$ cat src/rtl/reg_writeback_queue_if.sv
// Handshake and register-file bus between the result producers, the register
// file and reg_writeback_queue.
interface reg_writeback_queue_if #(
  parameter int AW = 5,
  parameter int DW = 32
);
  logic          AluValid;
  logic          AluReady;
  logic [AW-1:0] AluReg;
  logic [DW-1:0] AluData;
  logic          MemValid;
  logic          MemReady;
  logic [AW-1:0] MemReg;
  logic [DW-1:0] MemData;
  logic          RegWrite;
  logic [AW-1:0] WriteReg;
  logic [DW-1:0] WriteData;
  logic [AW-1:0] ReadReg1;
  logic [AW-1:0] ReadReg2;
  logic [DW-1:0] RfData1;
  logic [DW-1:0] RfData2;
  logic [DW-1:0] FwdData1;
  logic [DW-1:0] FwdData2;
  logic          Pending;

  modport master (
    output AluValid, AluReg, AluData, MemValid, MemReg, MemData,
    output ReadReg1, ReadReg2, RfData1, RfData2,
    input  AluReady, MemReady, RegWrite, WriteReg, WriteData,
    input  FwdData1, FwdData2, Pending
  );

  modport slave (
    input  AluValid, AluReg, AluData, MemValid, MemReg, MemData,
    input  ReadReg1, ReadReg2, RfData1, RfData2,
    output AluReady, MemReady, RegWrite, WriteReg, WriteData,
    output FwdData1, FwdData2, Pending
  );
endinterface

$ cat src/rtl/reg_writeback_queue.sv
// In-order write-back queue for the 32x32 register file, with read forwarding.
// Optional WB_STATS_EN adds saturating WbCount / StallCount outputs.
module reg_writeback_queue #(
  parameter int DEPTH = 4,
  parameter int AW    = 5,
  parameter int DW    = 32
) (
  input  logic                  Clk,
  input  logic                  Rst_n,
  reg_writeback_queue_if.slave  bus
`ifdef WB_STATS_EN
  ,
  output logic [31:0]           WbCount,
  output logic [31:0]           StallCount
`endif
);

  localparam int PW = $clog2(DEPTH);
  localparam int CW = $clog2(DEPTH + 1);

  logic [AW-1:0] reg_q  [DEPTH];
  logic [DW-1:0] data_q [DEPTH];
  logic [PW-1:0] head, tail;
  logic [CW-1:0] count;
  logic [AW-1:0] last_reg;
  logic [DW-1:0] last_data;

  logic alu_need, mem_need, alu_push, mem_push, pop, empty;

  // Writes to $0 take no slot: they are acknowledged and silently dropped.
  always_comb begin
    empty        = (count == '0);
    pop          = !empty;
    alu_need     = bus.AluValid && (bus.AluReg != '0);
    mem_need     = bus.MemValid && (bus.MemReg != '0);
    bus.AluReady = (count < CW'(DEPTH));
    bus.MemReady = ((count + CW'(alu_need)) < CW'(DEPTH));
    alu_push     = alu_need && bus.AluReady;
    mem_push     = mem_need && bus.MemReady;
    bus.RegWrite = !empty;
    bus.Pending  = !empty;
    bus.WriteReg  = empty ? last_reg  : reg_q[head];
    bus.WriteData = empty ? last_data : data_q[head];
  end

  // Scan oldest to newest so the newest matching entry wins.
  always_comb begin
    bus.FwdData1 = bus.RfData1;
    bus.FwdData2 = bus.RfData2;
    for (int i = 0; i < DEPTH; i++) begin
      if (CW'(i) < count) begin
        if ((bus.ReadReg1 != '0) && (reg_q[head + PW'(i)] == bus.ReadReg1))
          bus.FwdData1 = data_q[head + PW'(i)];
        if ((bus.ReadReg2 != '0) && (reg_q[head + PW'(i)] == bus.ReadReg2))
          bus.FwdData2 = data_q[head + PW'(i)];
      end
    end
  end

  always_ff @(posedge Clk or negedge Rst_n) begin
    if (!Rst_n) begin
      head      <= '0;
      tail      <= '0;
      count     <= '0;
      last_reg  <= '0;
      last_data <= '0;
    end else begin
      if (pop) begin
        head      <= head + PW'(1);
        last_reg  <= reg_q[head];
        last_data <= data_q[head];
      end
      tail  <= tail + PW'(alu_push) + PW'(mem_push);
      count <= count + CW'(alu_push) + CW'(mem_push) - CW'(pop);
    end
  end

  // Storage needs no reset: occupancy is tracked entirely by count.
  always_ff @(posedge Clk) begin
    if (alu_push) begin
      reg_q[tail]  <= bus.AluReg;
      data_q[tail] <= bus.AluData;
    end
    if (mem_push) begin
      reg_q[tail + PW'(alu_push)]  <= bus.MemReg;
      data_q[tail + PW'(alu_push)] <= bus.MemData;
    end
  end

`ifdef WB_STATS_EN
  logic stall;

  always_comb begin
    stall = (bus.AluValid && !bus.AluReady) || (bus.MemValid && !bus.MemReady);
  end

  always_ff @(posedge Clk or negedge Rst_n) begin
    if (!Rst_n) begin
      WbCount    <= '0;
      StallCount <= '0;
    end else begin
      if (pop && (WbCount != '1))
        WbCount <= WbCount + 32'd1;
      if (stall && (StallCount != '1))
        StallCount <= StallCount + 32'd1;
    end
  end
`endif

endmodule

$ cat src/flat_wrapper.sv
// flat-port wrapper written by rule: the top's interface ports become plain ports
module reg_writeback_queue_flat 
#(
  parameter int DEPTH = 4,
  parameter int AW    = 5,
  parameter int DW    = 32
)
  (Clk, Rst_n, bus_AluValid, bus_AluReg, bus_AluData, bus_MemValid, bus_MemReg, bus_MemData, bus_ReadReg1, bus_ReadReg2, bus_RfData1, bus_RfData2, bus_AluReady, bus_MemReady, bus_RegWrite, bus_WriteReg, bus_WriteData, bus_FwdData1, bus_FwdData2, bus_Pending);
  reg_writeback_queue_if #(.AW(AW), .DW(DW)) bus_i ();
  input  logic Clk;
  input  logic Rst_n;
  input wire logic [$bits(bus_i.AluValid)-1:0] bus_AluValid;
  input wire logic [$bits(bus_i.AluReg)-1:0] bus_AluReg;
  input wire logic [$bits(bus_i.AluData)-1:0] bus_AluData;
  input wire logic [$bits(bus_i.MemValid)-1:0] bus_MemValid;
  input wire logic [$bits(bus_i.MemReg)-1:0] bus_MemReg;
  input wire logic [$bits(bus_i.MemData)-1:0] bus_MemData;
  input wire logic [$bits(bus_i.ReadReg1)-1:0] bus_ReadReg1;
  input wire logic [$bits(bus_i.ReadReg2)-1:0] bus_ReadReg2;
  input wire logic [$bits(bus_i.RfData1)-1:0] bus_RfData1;
  input wire logic [$bits(bus_i.RfData2)-1:0] bus_RfData2;
  output wire logic [$bits(bus_i.AluReady)-1:0] bus_AluReady;
  output wire logic [$bits(bus_i.MemReady)-1:0] bus_MemReady;
  output wire logic [$bits(bus_i.RegWrite)-1:0] bus_RegWrite;
  output wire logic [$bits(bus_i.WriteReg)-1:0] bus_WriteReg;
  output wire logic [$bits(bus_i.WriteData)-1:0] bus_WriteData;
  output wire logic [$bits(bus_i.FwdData1)-1:0] bus_FwdData1;
  output wire logic [$bits(bus_i.FwdData2)-1:0] bus_FwdData2;
  output wire logic [$bits(bus_i.Pending)-1:0] bus_Pending;
  assign bus_i.AluValid = bus_AluValid;
  assign bus_i.AluReg = bus_AluReg;
  assign bus_i.AluData = bus_AluData;
  assign bus_i.MemValid = bus_MemValid;
  assign bus_i.MemReg = bus_MemReg;
  assign bus_i.MemData = bus_MemData;
  assign bus_i.ReadReg1 = bus_ReadReg1;
  assign bus_i.ReadReg2 = bus_ReadReg2;
  assign bus_i.RfData1 = bus_RfData1;
  assign bus_i.RfData2 = bus_RfData2;
  assign bus_AluReady = bus_i.AluReady;
  assign bus_MemReady = bus_i.MemReady;
  assign bus_RegWrite = bus_i.RegWrite;
  assign bus_WriteReg = bus_i.WriteReg;
  assign bus_WriteData = bus_i.WriteData;
  assign bus_FwdData1 = bus_i.FwdData1;
  assign bus_FwdData2 = bus_i.FwdData2;
  assign bus_Pending = bus_i.Pending;
  reg_writeback_queue #(.DEPTH(DEPTH), .AW(AW), .DW(DW)) u_core (.Clk(Clk), .Rst_n(Rst_n), .bus(bus_i));
endmodule
$ cat config.mk
export PLATFORM = sky130hd
export DESIGN_NAME = reg_writeback_queue_flat
export DESIGN_NICKNAME = d
export VERILOG_FILES = /design/src/rtl/reg_writeback_queue_if.sv /design/src/rtl/reg_writeback_queue.sv /design/src/flat_wrapper.sv
export SDC_FILE = /design/constraint.sdc
export NUM_CORES = 1
export LEC_CHECK = 0
export ABC_AREA = 1
export BUFFER_PORTS_ARGS = -buffer_cell sky130_fd_sc_hd__buf_2
export CORE_ASPECT_RATIO = 0.75
export CORE_MARGIN = 2
export CORE_UTILIZATION = 45
export CTS_CLUSTER_SIZE = 25
export DETAILED_ROUTE_END_ITERATION = 6
export MAX_ROUTING_LAYER = met4
export PLACE_DENSITY = 0.63
export SYNTH_ARGS = -nofsm -noshare
export SYNTH_HDL_FRONTEND = slang
export SYNTH_SLANG_ARGS = --single-unit
$ cat constraint.sdc
create_clock -name Clk -period 5.1 [get_ports Clk]
set_clock_uncertainty 0.05 [all_clocks]
set_input_delay 0 -clock Clk [delete_from_list [all_inputs] [get_ports Clk]]
set_output_delay 0 -clock Clk [all_outputs]
set_load 0.01 [all_outputs]
# Yosys cells after proc, flatten, opt, wreduce, memory -nomap -nowiden
# Memory sizes are Yosys's and may differ from the RTL's.
# Cells that the tools add are included.
[totals] rom_bits=0 n_memories=2 latch_bits=0 ram_bits=148 word_cells=70 regBits=44 input_bits=152 output_inout_bits=105
[memory_table] name="u_core.data_q" words=4 width=32 read_ports=4 rd_clocked_by_memory_dff=0 wr=2 line="reg_writeback_queue.sv:22" rtl="logic [DW-1:0] data_q [DEPTH];"
[memory_table] name="u_core.reg_q" words=4 width=5 read_ports=4 rd_clocked_by_memory_dff=0 wr=2 line="reg_writeback_queue.sv:21" rtl="logic [AW-1:0] reg_q [DEPTH];"
[op_classes] n_reduce_logical=18 addsub=9 n_mul=0 shift=0 n_eq_ne=8 div_mod_pow=0 n_mux=22 magnitude_cmp=6 bitwise=0
[op_table] op="32-bit two-way mux" count=17
[op_table] op="5-bit equality test" count=8
[op_table] op="5-bit nonzero test" count=4
[op_table] op="1-bit logical AND" count=12
[op_table] op="3-bit by 1-bit adder with 3-bit output" count=3
[op_table] op="1-bit by 3-bit < comparator with 1-bit output, first input constant" count=2
[op_table] op="2-bit by 3-bit < comparator with 1-bit output, first input constant" count=2
[op_table] op="3-bit < comparator, second input constant" count=2
[op_table] op="5-bit two-way mux" count=1
[op_table] op="2-bit by 1-bit adder with 2-bit output" count=2
[op_table] op="2-bit adder, second input constant" count=2
[op_table] op="1-bit two-way mux" count=4
[op_table] op="3-bit logical NOT" count=1
[op_table] op="3-bit by 1-bit subtractor with 3-bit output" count=1
[op_table] op="2-bit by 1-bit adder with 2-bit output, second input constant" count=1
[op_table] op="1-bit logical NOT" count=1

# Depth between registers and ports, before layout
# Gate-level depths: netlist of the first run.
# An unclocked memory read counts as a cell.
[depth] word_depth=11 mapped_depth=17 ltp_nobuf=14

# Worst setup path after synthesis of the first run
# No wires, ideal clock.
[synth_timing] path_type="reg-to-reg" from="reg u_core.count[2]" to="mem u_core.data_q[2][0], enable pin" period_less_slack_ns=3.978 path_buffers=0 arrival_time_ns=3.441 setup_time_ns=0.487 path_slack_ns=1.122 required_ns=4.563 path_stages_with_launch=4 path_cell_list="dfrtp_1 > nor2_1 > inv_1 > o31ai_1"
[synth_rtl] element="from (decl)" line="reg_writeback_queue.sv:24" rtl="logic [CW-1:0] count;"
[synth_rtl] element="from (signal assigned)" line="reg_writeback_queue.sv:74" rtl="count <= count + CW'(alu_push) + CW'(mem_push) - CW'(pop);"
[synth_rtl] element="to (decl)" line="reg_writeback_queue.sv:22"

# Worst setup path in the final report of the first run
[layout_timing] from="reg u_core.head[0]" to="out bus_FwdData2[9]"
[layout_between] elab_chain_len=11 word_cells_on_any_way=21 cone_classes="add/sub (3); eq/ne (4); mux (8); reduce/logical (4); memory (2)"
[layout_lines] element="from (decl)" line="reg_writeback_queue.sv:23" rtl="logic [PW-1:0] head, tail;"
[layout_lines] element="from (signal assigned)" line="reg_writeback_queue.sv:69" rtl="head <= head + PW'(1);"
[layout_lines] element="branches (longest 10 deep; another with memory 4 x 5 bit)"
[layout_lines] element="32-bit two-way mux *" line="reg_writeback_queue.sv:51" rtl="if (CW'(i) < count) begin"
[layout_lines] element="to (decl)" line="flat_wrapper.sv:28" rtl="output wire logic [$bits(bus_i.FwdData2)-1:0] bus_FwdData2;"
# Mark *: on every way between the ends.

==> impl_metrics.ini, run 1 <==
[global_route]
overflow = 0
grt_pass1_wl_mm = 98.4
antenna_found_initial = 1
grt_max_degree = 96
grt_usage_pct = 38.3
first_global_vias = 15300

[clocking]
ctsResizeCount = 0
cts_setup_buffers = 0
path_clk_slew_ns = 0.08
ctsRootBufferMaster = clkbuf_16
cts_made_buffers = 17
cts_max_level = 4
cts_num_sinks = 192
clk_latency_ns = 0.46
cts_buffer_depth = 2
cts_tree = done

[timing]
finalSetupTns_ns = 0
post-route-min-period_ns = 4.53
setup_violations = 0
hold-worst-slack_ns = 0.127
grt_setup_unrepaired = false
slew_violations = 0
slew_headroom_pct = 12.6
clock.fmax_mhz = 221
hold_violations = 0
tightest_slew_ns = 1.31
min_period_over_period_pct = 88.9

[routing]
drt_iter0_markers = 3219
vias_per_cell = 5.59
ant_nets = 0
drc = 3
vias = 18100
wl_per_cell_um = 20.9
first_pass_iters = 7
wl_mm = 67.6

[synth]
ys_types = 31
yosysTopAreaCell = edfxtp_1
syn_inst = 2520
syn-num-nets = 2679
yosysSeqAreaShare_pct = 35.7
ys_warn_count = 0
synthTopCellsByArea = edfxtp_1 (29%), nand2_1 (25%), o21ai_0 (9.1%)
ys_seq_elements = 192
synth_edf_count = 148
synth_area_per_cell_um2 = 6.17
yosysTopAreaCellShare_pct = 28.6
synth_ff_type = edfxtp_1
async_flop_share_pct = 22.9
syn_area_um2 = 15500

[outcome]
status = finished with violations
violations = design-rule violations

[placement]
portBuffers = 256
place.gp.congestion = 1.02
dpl.hpwl_mm = 49.5

[floorplan]
fp.dieW_um = 219
die_area_um2 = 36000
boundaryPins = 257
initial_core_util_pct = 46.0
core_um2 = 33700
fp.dieH_um = 165
rows = 58

[final_layout]
fill_cells = 3379
top_register = u_core.data_q
area.growth.synth_to_final_pct = 19.5
drive_gt1_share_pct = 12.7
nets = 2934
reg_top3 = u_core.data_q: 128 flops, u_core.last_data: 32 flops, u_core.reg_q: 20 flops
largest_register_ffs = 128

[worst_setup_path]
arrival_ns = 4.48
r2r-end = u_core.data_q[3][30]$_DFFE_PP_
r2r_slack_ns = 1.40
cp_slowest_cell = nand3_2
rr_startpoint = u_core.count[2]$_DFF_PN0_
cpPeakStageDelay_ns = 0.83
cp-endpoint = bus_FwdData2[9]
cpMostUsedCell = nand2_1
r2r_cells = 8
critPathLaunch = u_core.head[0]$_DFFE_PN0N_
end_kind = output pin
critPathKind = register to output pin
crit_chain = inv_4, nand2_1, nand2_2, o21ai_1, nand3_1, nand2_1, nor2_1, nand3_2, buf_4, nand3_1, nand2_1, a21oi_1, buf_2
worstPathRequired_ns = 5.05
start_kind = register
crit_fanout = 44

[power_and_ir_drop]
ir_worst_vdd_mv = 0.692
leakagePower_nw = 9.45
power_density_nw_per_um2 = 707

[worst_hold_path]
hp-class = input port to register

[job]
maxCapViolCount = 0
==> cells in the mapped netlist (2+ instances only) <==
| cell | number |
|---|---|
| o21ai_0 | 283 |
| inv_2 | 4 |
| nor2_1 | 360 |
| buf_2 | 83 |
| xnor2_1 | 3 |
| ha_1 | 5 |
| a21oi_1 | 67 |
| nand3_1 | 123 |
| fa_1 | 2 |
| nor2_4 | 3 |
| inv_1 | 148 |
| nor2_2 | 6 |
| o31ai_1 | 2 |
| nand4_1 | 65 |
| buf_6 | 12 |
| nor3_1 | 2 |
| edfxtp_1 | 148 |
| buf_1 | 7 |
| buf_4 | 15 |
| nand3_2 | 5 |
| dfrtp_1 | 44 |
| clkbuf_1 | 51 |
| o21ai_1 | 15 |
| nand2_1 | 1054 |
| xor2_1 | 7 |
==> what timing repair did <==
action / 4_1_cts / 5_1_grt
hold endpoints to repair: 192 / 0
endpoints found under the setup margin: 0 / 0
hold buffers: 112 / 0
==> power by group <==
group          leakage (nW)  total (W)  switching, W  internal, W
clock                 0.287    0.00137      0.000677     0.000697
combinational          7.27    0.00891       0.00660      0.00231
sequential             1.89    0.00284      0.000410      0.00243
==> stage by stage <==
step                instance area, um2  total power [W]  setup WS [ns]  util [%]  cells
floorplan                        15500          0.00806           1.12         -   2520
finish                           18600           0.0131          0.568      55.0   3240
detailed placement               16900           0.0112           1.19      49.9   3094
CTS                              18600           0.0127          0.682      55.0   3238
global route                     18600           0.0140          0.389      55.0   3240
global placement                 16900           0.0111           1.26      49.9   3094
==> routing by layer <==
| metal | vias up | track usage [%] | part of all wire [%] |
|---|---|---|---|
| li1 | 8577 | - | - |
| met1 | 8206 | 61.5 | 47 |
| met2 | 1264 | 45.1 | 35 |
| met3 | 49 | 12.8 | 17 |
| met4 | 0 | 4.48 | 0.87 |
| met5 | - | - | 0 |
==> critical path, delay by kind of cell (launching register included) <==
| kind | cells | cell delay (ns) |
|---|---|---|
| buffers and inverters | 3 | 1.08 |
| AOI/OAI and AO/OA | 2 | 0.51 |
| and+or+nand+nor | 8 | 1.74 |
| DFF | 1 | 0.65 |
==> area by class of cell <==
class / instances / area, um2 / area share, %
Timing Repair Buffer: 404 / 2670 / 14.4
Multi-Input combinational cell: 2007 / 8610 / 46.4
Inverter: 153 / 578 / 3.11
Sequential cell: 192 / 5550 / 29.9
Tap cell: 450 / 563 / 3.03
Clock inverter: 13 / 149 / 0.802
Clock buffer: 19 / 433 / 2.33
Antenna cell: 2 / 5.00 / 0.0270
==> how the worst min path moves through the flow <==
stage | startpoint | endpoint | slack [ns] | cells after the start
2_1_floorplan | Rst_n | u_core.count[0]$_DFF_PN0_ | -0.35 | 0
3_3_place_gp | Rst_n | u_core.last_reg[3]$_DFF_PN0_ | 0.10 | 2
3_5_place_dp | Rst_n | u_core.last_data[4]$_DFF_PN0_ | 0.1 | 2
4_1_cts | bus_MemValid | u_core.count[0]$_DFF_PN0_ | 0.12 | 6
5_1_grt | bus_MemValid | u_core.tail[0]$_DFF_PN0_ | 0.16 | 4
6_report | bus_MemValid | u_core.count[0]$_DFF_PN0_ | 0.13 | 6
==> cells by family after synthesis <==
family / count (synthesis) / synth area share, %
flops: 192 / 35.7
compound gates: 369 / 11.9
simple gates: 1621 / 41.8
fa+ha+maj: 7 / 0.660
xor+xnor: 10 / 0.564
buf+inv: 321 / 9.36
==> placed cells by master (no fill, tap or decap), types with 2 or more instances in the layout <==
master / count
nand2_1: 1050
nor2_1: 360
o21ai_0: 281
buf_2: 256
inv_1: 148
edfxtp_1: 148
nand3_1: 121
dlygate4sd3_1: 112
a21oi_1: 67
nand4_1: 65
dfrtp_1: 43
buf_4: 36
clkbuf_16: 17
o21ai_1: 15
xor2_1: 7
nand3_2: 7
nor2_2: 6
nand2_2: 5
ha_1: 5
inv_8: 4
nor2_4: 3
xnor2_1: 3
clkinv_4: 3
inv_6: 3
diode_2: 2
inv_2: 2
o21ai_4: 2
o31ai_4: 2
clkinv_2: 2
fa_1: 2
clkbuf_1: 2
Power figures use the tool's default switching activity.
==> run 2: changes to the inputs <==
--- a/config.mk
+++ b/config.mk
@@ -7,13 +7,15 @@
 export LEC_CHECK = 0
 export ABC_AREA = 1
 export BUFFER_PORTS_ARGS = -buffer_cell sky130_fd_sc_hd__buf_2
+export CELL_PAD_IN_SITES_DETAIL_PLACEMENT = 1
+export CELL_PAD_IN_SITES_GLOBAL_PLACEMENT = 1
 export CORE_ASPECT_RATIO = 0.75
 export CORE_MARGIN = 2
-export CORE_UTILIZATION = 45
+export CORE_UTILIZATION = 40
 export CTS_CLUSTER_SIZE = 25
 export DETAILED_ROUTE_END_ITERATION = 6
 export MAX_ROUTING_LAYER = met4
-export PLACE_DENSITY = 0.63
+export PLACE_DENSITY = 0.79
 export SYNTH_ARGS = -nofsm -noshare
 export SYNTH_HDL_FRONTEND = slang
 export SYNTH_SLANG_ARGS = --single-unit
==> run 2 against run 1 <==
The flow now finishes without violations. Design area grew 0.96%. Global-route usage grew 2.5 points. Register-to-register slack lost 0.17 ns. Via count grew 6.7%. Critical path depth shrank 1.
==> impl_metrics.ini, run 2 (synthesis gave the netlist of run 1 again) <==
[clocking]
ctsRootBufferMaster = clkbuf_16
ctsResizeCount = 0
cts_tree = done
cts_num_sinks = 192
cts_made_buffers = 17
postCtsHoldBufs = 112
cts_max_level = 4
cts_buffer_depth = 2
cts_setup_buffers = 0
clk_latency_ns = 0.49
path_clk_slew_ns = 0.09

[worst_setup_path]
end_kind = output pin
crit_fanout = 74
cp_slowest_cell = dfrtp_4
r2r_cells = 8
path_buf_inv = 5
critPathLaunch = u_core.head[0]$_DFFE_PN0N_
crit_family = buffers and inverters
worstPathRequired_ns = 5.05
path_depth = 12
rr_startpoint = u_core.count[2]$_DFF_PN0_
crit_chain = inv_4, buf_4, buf_4, nand2_1, nand2_1, inv_1, o21ai_0, nand4_1, nand3_1, nand2_1, a21oi_1, buf_2
start_kind = register
cpMostUsedCell = nand2_1
r2r-end = u_core.data_q[0][27]$_DFFE_PP_
cpPeakStageDelay_ns = 0.77
arrival_ns = 4.82
r2r_slack_ns = 1.23
critPathKind = register to output pin
cp-endpoint = bus_FwdData1[10]

[final_layout]
reg_top3 = u_core.data_q: 128 flops, u_core.last_data: 32 flops, u_core.reg_q: 20 flops
top_register = u_core.data_q
area.growth.synth_to_final_pct = 20.6
mostFrequentLayoutCell = nand2_1
layout.cells.most_common_list = nand2_1 (1050), nor2_1 (360), o21ai_0 (281)
drive_gt1_share_pct = 13.1
largest_register_ffs = 128
nets = 2942

[power_and_ir_drop]
internal_power_w = 0.00547
clockPowerShare_pct = 10.9
power_frac_comb_pct = 67.3
ir_worst_vdd_mv = 0.612
netSwitchingPower_w = 0.00812
total_power_w = 0.0136
power_density_nw_per_um2 = 725
switching_share_pct = 59.7
leakagePower_nw = 9.50
sequentialPowerShare_pct = 21.9

[global_route]
groute.layer.met1.usage_pct = 62.0
grt_max_degree = 89
grt_pass1_wl_mm = 120
grt_usage_pct = 40.7
met3_usage_pct = 9.79
first_global_vias = 18200
overflow = 0
antenna_found_initial = 0
grt.met2_usage_pct = 54.7
top_usage_layer = met1

[placement]
dpl.hpwl_mm = 56.6
place.gp.congestion = 0.996
portBuffers = 256

[routing]
ant_nets = 0
first_pass_iters = 6
wl_mm = 81.1
vias = 19300
drc = 0
vias_per_cell = 5.84
wl_per_cell_um = 24.5
drt_iter0_markers = 2674

[floorplan]
rows = 62
fp.dieH_um = 175
die_area_um2 = 40500
fp.dieW_um = 232
initial_core_util_pct = 40.5
boundaryPins = 257
core_um2 = 38300

[timing]
finalSetupTns_ns = 0
slew_violations = 0
min_period_over_period_pct = 95.6
hold_violations = 0
setup_violations = 0
tightest_slew_ns = 1.32
grt_setup_unrepaired = false
slew_headroom_pct = 11.2
post-route-min-period_ns = 4.87
clock.fmax_mhz = 205

[worst_hold_path]
hp-class = input port to asynchronous set/reset pin

[job]
maxCapViolCount = 0

[outcome]
status = finished, final reports clean
==> run 2: cell count changes in the layout (fill, tap and decap cells not counted), moves of 2 or more <==
cell / change
clkinv_8: +4
clkinv_4: -2
inv_6: -2
inv_12: +3
buf_4: +8
clkbuf_1: -2
==> run 2: per-stage QoR <==
step,cell area [um2],utilization (%),setup WS (ns),instances,hold slack (ns)
after floorplan,15500,-,1.12,2520,-0.346
after global placement,17000,44.3,1.09,3164,0.107
after detailed placement,17000,44.3,0.904,3164,0.115
after CTS,18700,48.9,0.373,3308,0.128
after global routing,18700,48.9,0.0409,3308,0.157
final,18700,48.9,0.227,3309,0.123
==> run 2: cell type report <==
cell class / instances / area, um2
fillers: 5141 / 19600
multi-input cells: 2007 / 8610
flip-flops and latches: 192 / 5550
repair buffers: 412 / 2730
well taps: 512 / 641
inverters: 153 / 578
clock buffers: 17 / 425
clock inverters: 15 / 200
diodes: 1 / 2.50
==> run 2: worst min path at each step <==
| stage | from | endpoint | slack [ns] | cells after the start |
|---|---|---|---|---|
| after CTS | Rst_n | u_core.last_data[3]$_DFF_PN0_ | 0.13 | 3 |
| after floorplan | Rst_n | u_core.count[0]$_DFF_PN0_ | -0.35 | 0 |
| after global placement | Rst_n | u_core.last_data[5]$_DFF_PN0_ | 0.11 | 2 |
| final | Rst_n | u_core.last_data[3]$_DFF_PN0_ | 0.12 | 3 |
| after global routing | bus_MemValid | u_core.tail[0]$_DFF_PN0_ | 0.16 | 4 |
| after detailed placement | Rst_n | u_core.last_data[3]$_DFF_PN0_ | 0.12 | 2 |
==> run 2: power by group through the flow <==
stage | clock network [W] | logic (W) | registers, W
after floorplan | 0 | 0.00541 | 0.00266
after global placement | 0 | 0.00835 | 0.00290
after detailed placement | 0 | 0.00854 | 0.00294
after CTS | 0.00145 | 0.00875 | 0.00291
after global routing | 0.00152 | 0.00984 | 0.00300
final | 0.00148 | 0.00915 | 0.00297
==> run 2: tightest hold or removal path, delay by kind of cell <==
kind                   cells  cell delay, ns
buffers and inverters      3            1.18
==> run 2: metal layers <==
layer,part of all wire (%),wire length (um)
met5,0,0
met4,1.4,1120
met3,13,10400
met2,40,32400
met1,46,37200
==> run 3: changes to the inputs <==
--- a/config.mk
+++ b/config.mk
@@ -5,17 +5,16 @@
 export SDC_FILE = /design/constraint.sdc
 export NUM_CORES = 1
 export LEC_CHECK = 0
-export ABC_AREA = 1
 export BUFFER_PORTS_ARGS = -buffer_cell sky130_fd_sc_hd__buf_2
 export CELL_PAD_IN_SITES_DETAIL_PLACEMENT = 1
 export CELL_PAD_IN_SITES_GLOBAL_PLACEMENT = 1
 export CORE_ASPECT_RATIO = 0.75
 export CORE_MARGIN = 2
-export CORE_UTILIZATION = 40
+export CORE_UTILIZATION = 45
 export CTS_CLUSTER_SIZE = 25
 export DETAILED_ROUTE_END_ITERATION = 6
 export MAX_ROUTING_LAYER = met4
-export PLACE_DENSITY = 0.79
+export PLACE_DENSITY = 0.8
 export SYNTH_ARGS = -nofsm -noshare
 export SYNTH_HDL_FRONTEND = slang
 export SYNTH_SLANG_ARGS = --single-unit
==> run 3 against run 2 <==
Worst hold slack worse by 0.087 ns. First-iteration DRC count shrank 56%. Count of clock-buffer cells in the layout is the same. Synthesized cell count shrank 42%. Flip-flop and latch count stayed put. Critical endpoint is now bus_FwdData1[30]. Routed wire length is 31% lower. Die area decreased by 16%. Final cell count decreased by 33%. Sequential share of layout area is 1.5 points higher. Critical path type unchanged. Non-clock buffer count down 16. Global-route usage shrank 6.9 points.
==> impl_metrics.ini, run 3 <==
[outcome]
status = finished, final reports clean

[final_layout]
layout.cells.most_common_list = buf_2 (256), nor2_1 (183), mux2_2 (164)
drive_gt1_share_pct = 32.0
seqCellArea_um2 = 5550
area.growth.synth_to_final_pct = 21.4
multi_input_area_um2 = 8460
nets = 1912
top_register = u_core.data_q
stdcell_count = 2216
fill_cells = 3676
reg_top3 = u_core.data_q: 128 flops, u_core.last_data: 32 flops, u_core.reg_q: 20 flops
mostFrequentLayoutCell = buf_2
largest_register_ffs = 128

[worst_hold_path]
holdPathStages = 4
hp-class = input port to register
worstHoldEndpoint = u_core.tail[0]$_DFF_PN0_
min_from = bus_MemValid

[clocking]
cts_tree = done
cts_num_sinks = 192
clk_latency_ns = 0.47
cts_made_buffers = 17
ctsResizeCount = 0
cts_max_level = 4
ctsRootBufferMaster = clkbuf_16
cts_buffer_depth = 2
path_clk_slew_ns = 0.07

[timing]
min_period_over_period_pct = 82.9
grt_setup_unrepaired = false
setup_violations = 0
slew_headroom_pct = 13.9
post-route-min-period_ns = 4.23
clock.fmax_mhz = 237
slew_violations = 0
finalSetupTns_ns = 0
hold_violations = 0
tightest_slew_ns = 1.29

[floorplan]
boundaryPins = 257
initial_core_util_pct = 45.6
rows = 57
fp.dieW_um = 213
fp.dieH_um = 160
core_um2 = 32200
die_area_um2 = 34100

[worst_setup_path]
start_kind = register
end_kind = output pin
arrival_ns = 4.18
r2r-end = u_core.data_q[2][3]$_DFFE_PP_
rr_startpoint = u_core.count[2]$_DFF_PN0_
critPathKind = register to output pin
r2r_slack_ns = 1.22
r2r_cells = 10
crit_fanout = 35
worstPathRequired_ns = 5.05

[placement]
dp_cells = 2064
portBuffers = 256
dpl.hpwl_mm = 36.7
place.gp.congestion = 0.939

[synth]
async_flop_share_pct = 22.9
yosysTopAreaCellShare_pct = 30.2
yosysSeqAreaShare_pct = 37.7
ys_warn_count = 0
syn_inst = 1472
ys_seq_elements = 192
yosysTopAreaCell = edfxtp_1
synth_area_per_cell_um2 = 9.98
post-synth-top-count-cell = nor2_1
syn-num-nets = 1631
syn_area_um2 = 14700
ys_types = 61
synth_common_cells = nor2_1 (183), mux2_2 (164), a21oi_1 (151)
synth_edf_count = 148
synth_ff_type = edfxtp_1
synthTopCellsByArea = edfxtp_1 (30%), mux2_2 (13%), dfrtp_1 (7.5%)

[global_route]
grt_pass1_wl_mm = 85.0
grt_usage_pct = 33.9
overflow = 0
antenna_found_initial = 8
grt_max_degree = 73
first_global_vias = 14500

[routing]
wl_mm = 55.6
drt_iter0_markers = 1172
wl_per_cell_um = 25.1
vias = 13500
ant_nets = 0
vias_per_cell = 6.08
drc = 0
first_pass_iters = 5

[power_and_ir_drop]
sequentialPowerShare_pct = 25.2
power_density_nw_per_um2 = 625
ir_worst_vdd_mv = 0.350
switching_share_pct = 47.7
internal_power_w = 0.00583
leakagePower_nw = 6.79
power_frac_comb_pct = 62.2
clockPowerShare_pct = 12.6
netSwitchingPower_w = 0.00532

[job]
maxCapViolCount = 0
run 3: cell families after synthesis:
kind of cell               synth area share, %
AOI/OAI and AO/OA                         16.9
and+or+nand+nor                           11.2
muxes                                     25.3
DFF                                       37.7
buffers and inverters                     5.24
xor gates and xnor gates                  2.91
adders and majority gates                0.698
run 3: how the worst max path moves through the flow:
| stage | start | endpoint |
|---|---|---|
| after CTS | u_core.head[0]$_DFFE_PN0N_ | bus_FwdData1[21] |
| after detailed placement | u_core.head[0]$_DFFE_PN0N_ | bus_FwdData2[24] |
| after global placement | u_core.head[0]$_DFFE_PN0N_ | bus_FwdData1[4] |
| after floorplan | bus_AluReg[3] | u_core.data_q[2][0]$_DFFE_PP_ |
| after global routing | u_core.head[0]$_DFFE_PN0N_ | bus_FwdData1[21] |
| final | u_core.head[0]$_DFFE_PN0N_ | bus_FwdData1[30] |
run 3: final cells by class:
cell class / count / area share, %
multi-input combinational: 1132 / 47.4
sequential: 192 / 31.1
antenna: 8 / 0.112
timing repair buffer: 396 / 14.6
clock inverter: 15 / 0.884
tap: 442 / 3.10
clock buffer: 17 / 2.39
inverter: 14 / 0.309
run 3: stage by stage:
step / area [um2] / setup slack (ns) / hold WS, ns / total power [W] / utilization, %
after global placement: 16100 / 1.51 / 0.164 / 0.00918 / 50.0
after floorplan: 14700 / 1.80 / -0.346 / 0.00733 / -
final: 17800 / 0.874 / 0.0356 / 0.0111 / 55.3
after global routing: 17800 / 0.633 / 0.0735 / 0.0118 / 55.3
after detailed placement: 16100 / 1.42 / 0.163 / 0.00946 / 50.0
after CTS: 17800 / 0.913 / 0.0371 / 0.0110 / 55.3
run 3: power by group through the flow:
stage	sequential [W]	combinational (W)	clock [W]
floorplan	0.00259	0.00474	0
global placement	0.00276	0.00642	0
detailed placement	0.00282	0.00664	0
CTS	0.00279	0.00682	0.00142
global route	0.00286	0.00743	0.00147
finish	0.00281	0.00693	0.00141
run 3: critical path: stages (launching register included):
cell and delay [ns]:
dfrtp_4 0.78, mux2i_1 0.50, xor2_1 0.15, and4_1 0.24, o211ai_4 1.01, buf_4 0.49
nor2_1 0.11, a21oi_1 0.15, o22ai_1 0.08, buf_2 0.20
run 3: routing by layer:
layer	share of wire, %	vias up	track usage [%]
met5	0	-	-
met4	3.0	0	14.2
met3	6.9	118	6.18
met2	47	597	53.7
met1	43	6711	42.7
li1	-	6039	-
run 3: what timing repair did:
| item | CTS | global route |
|---|---|---|
| buffers inserted | 0 | 0 |
| hold buffers | 112 | 0 |
| hold endpoints to repair | 192 | 0 |
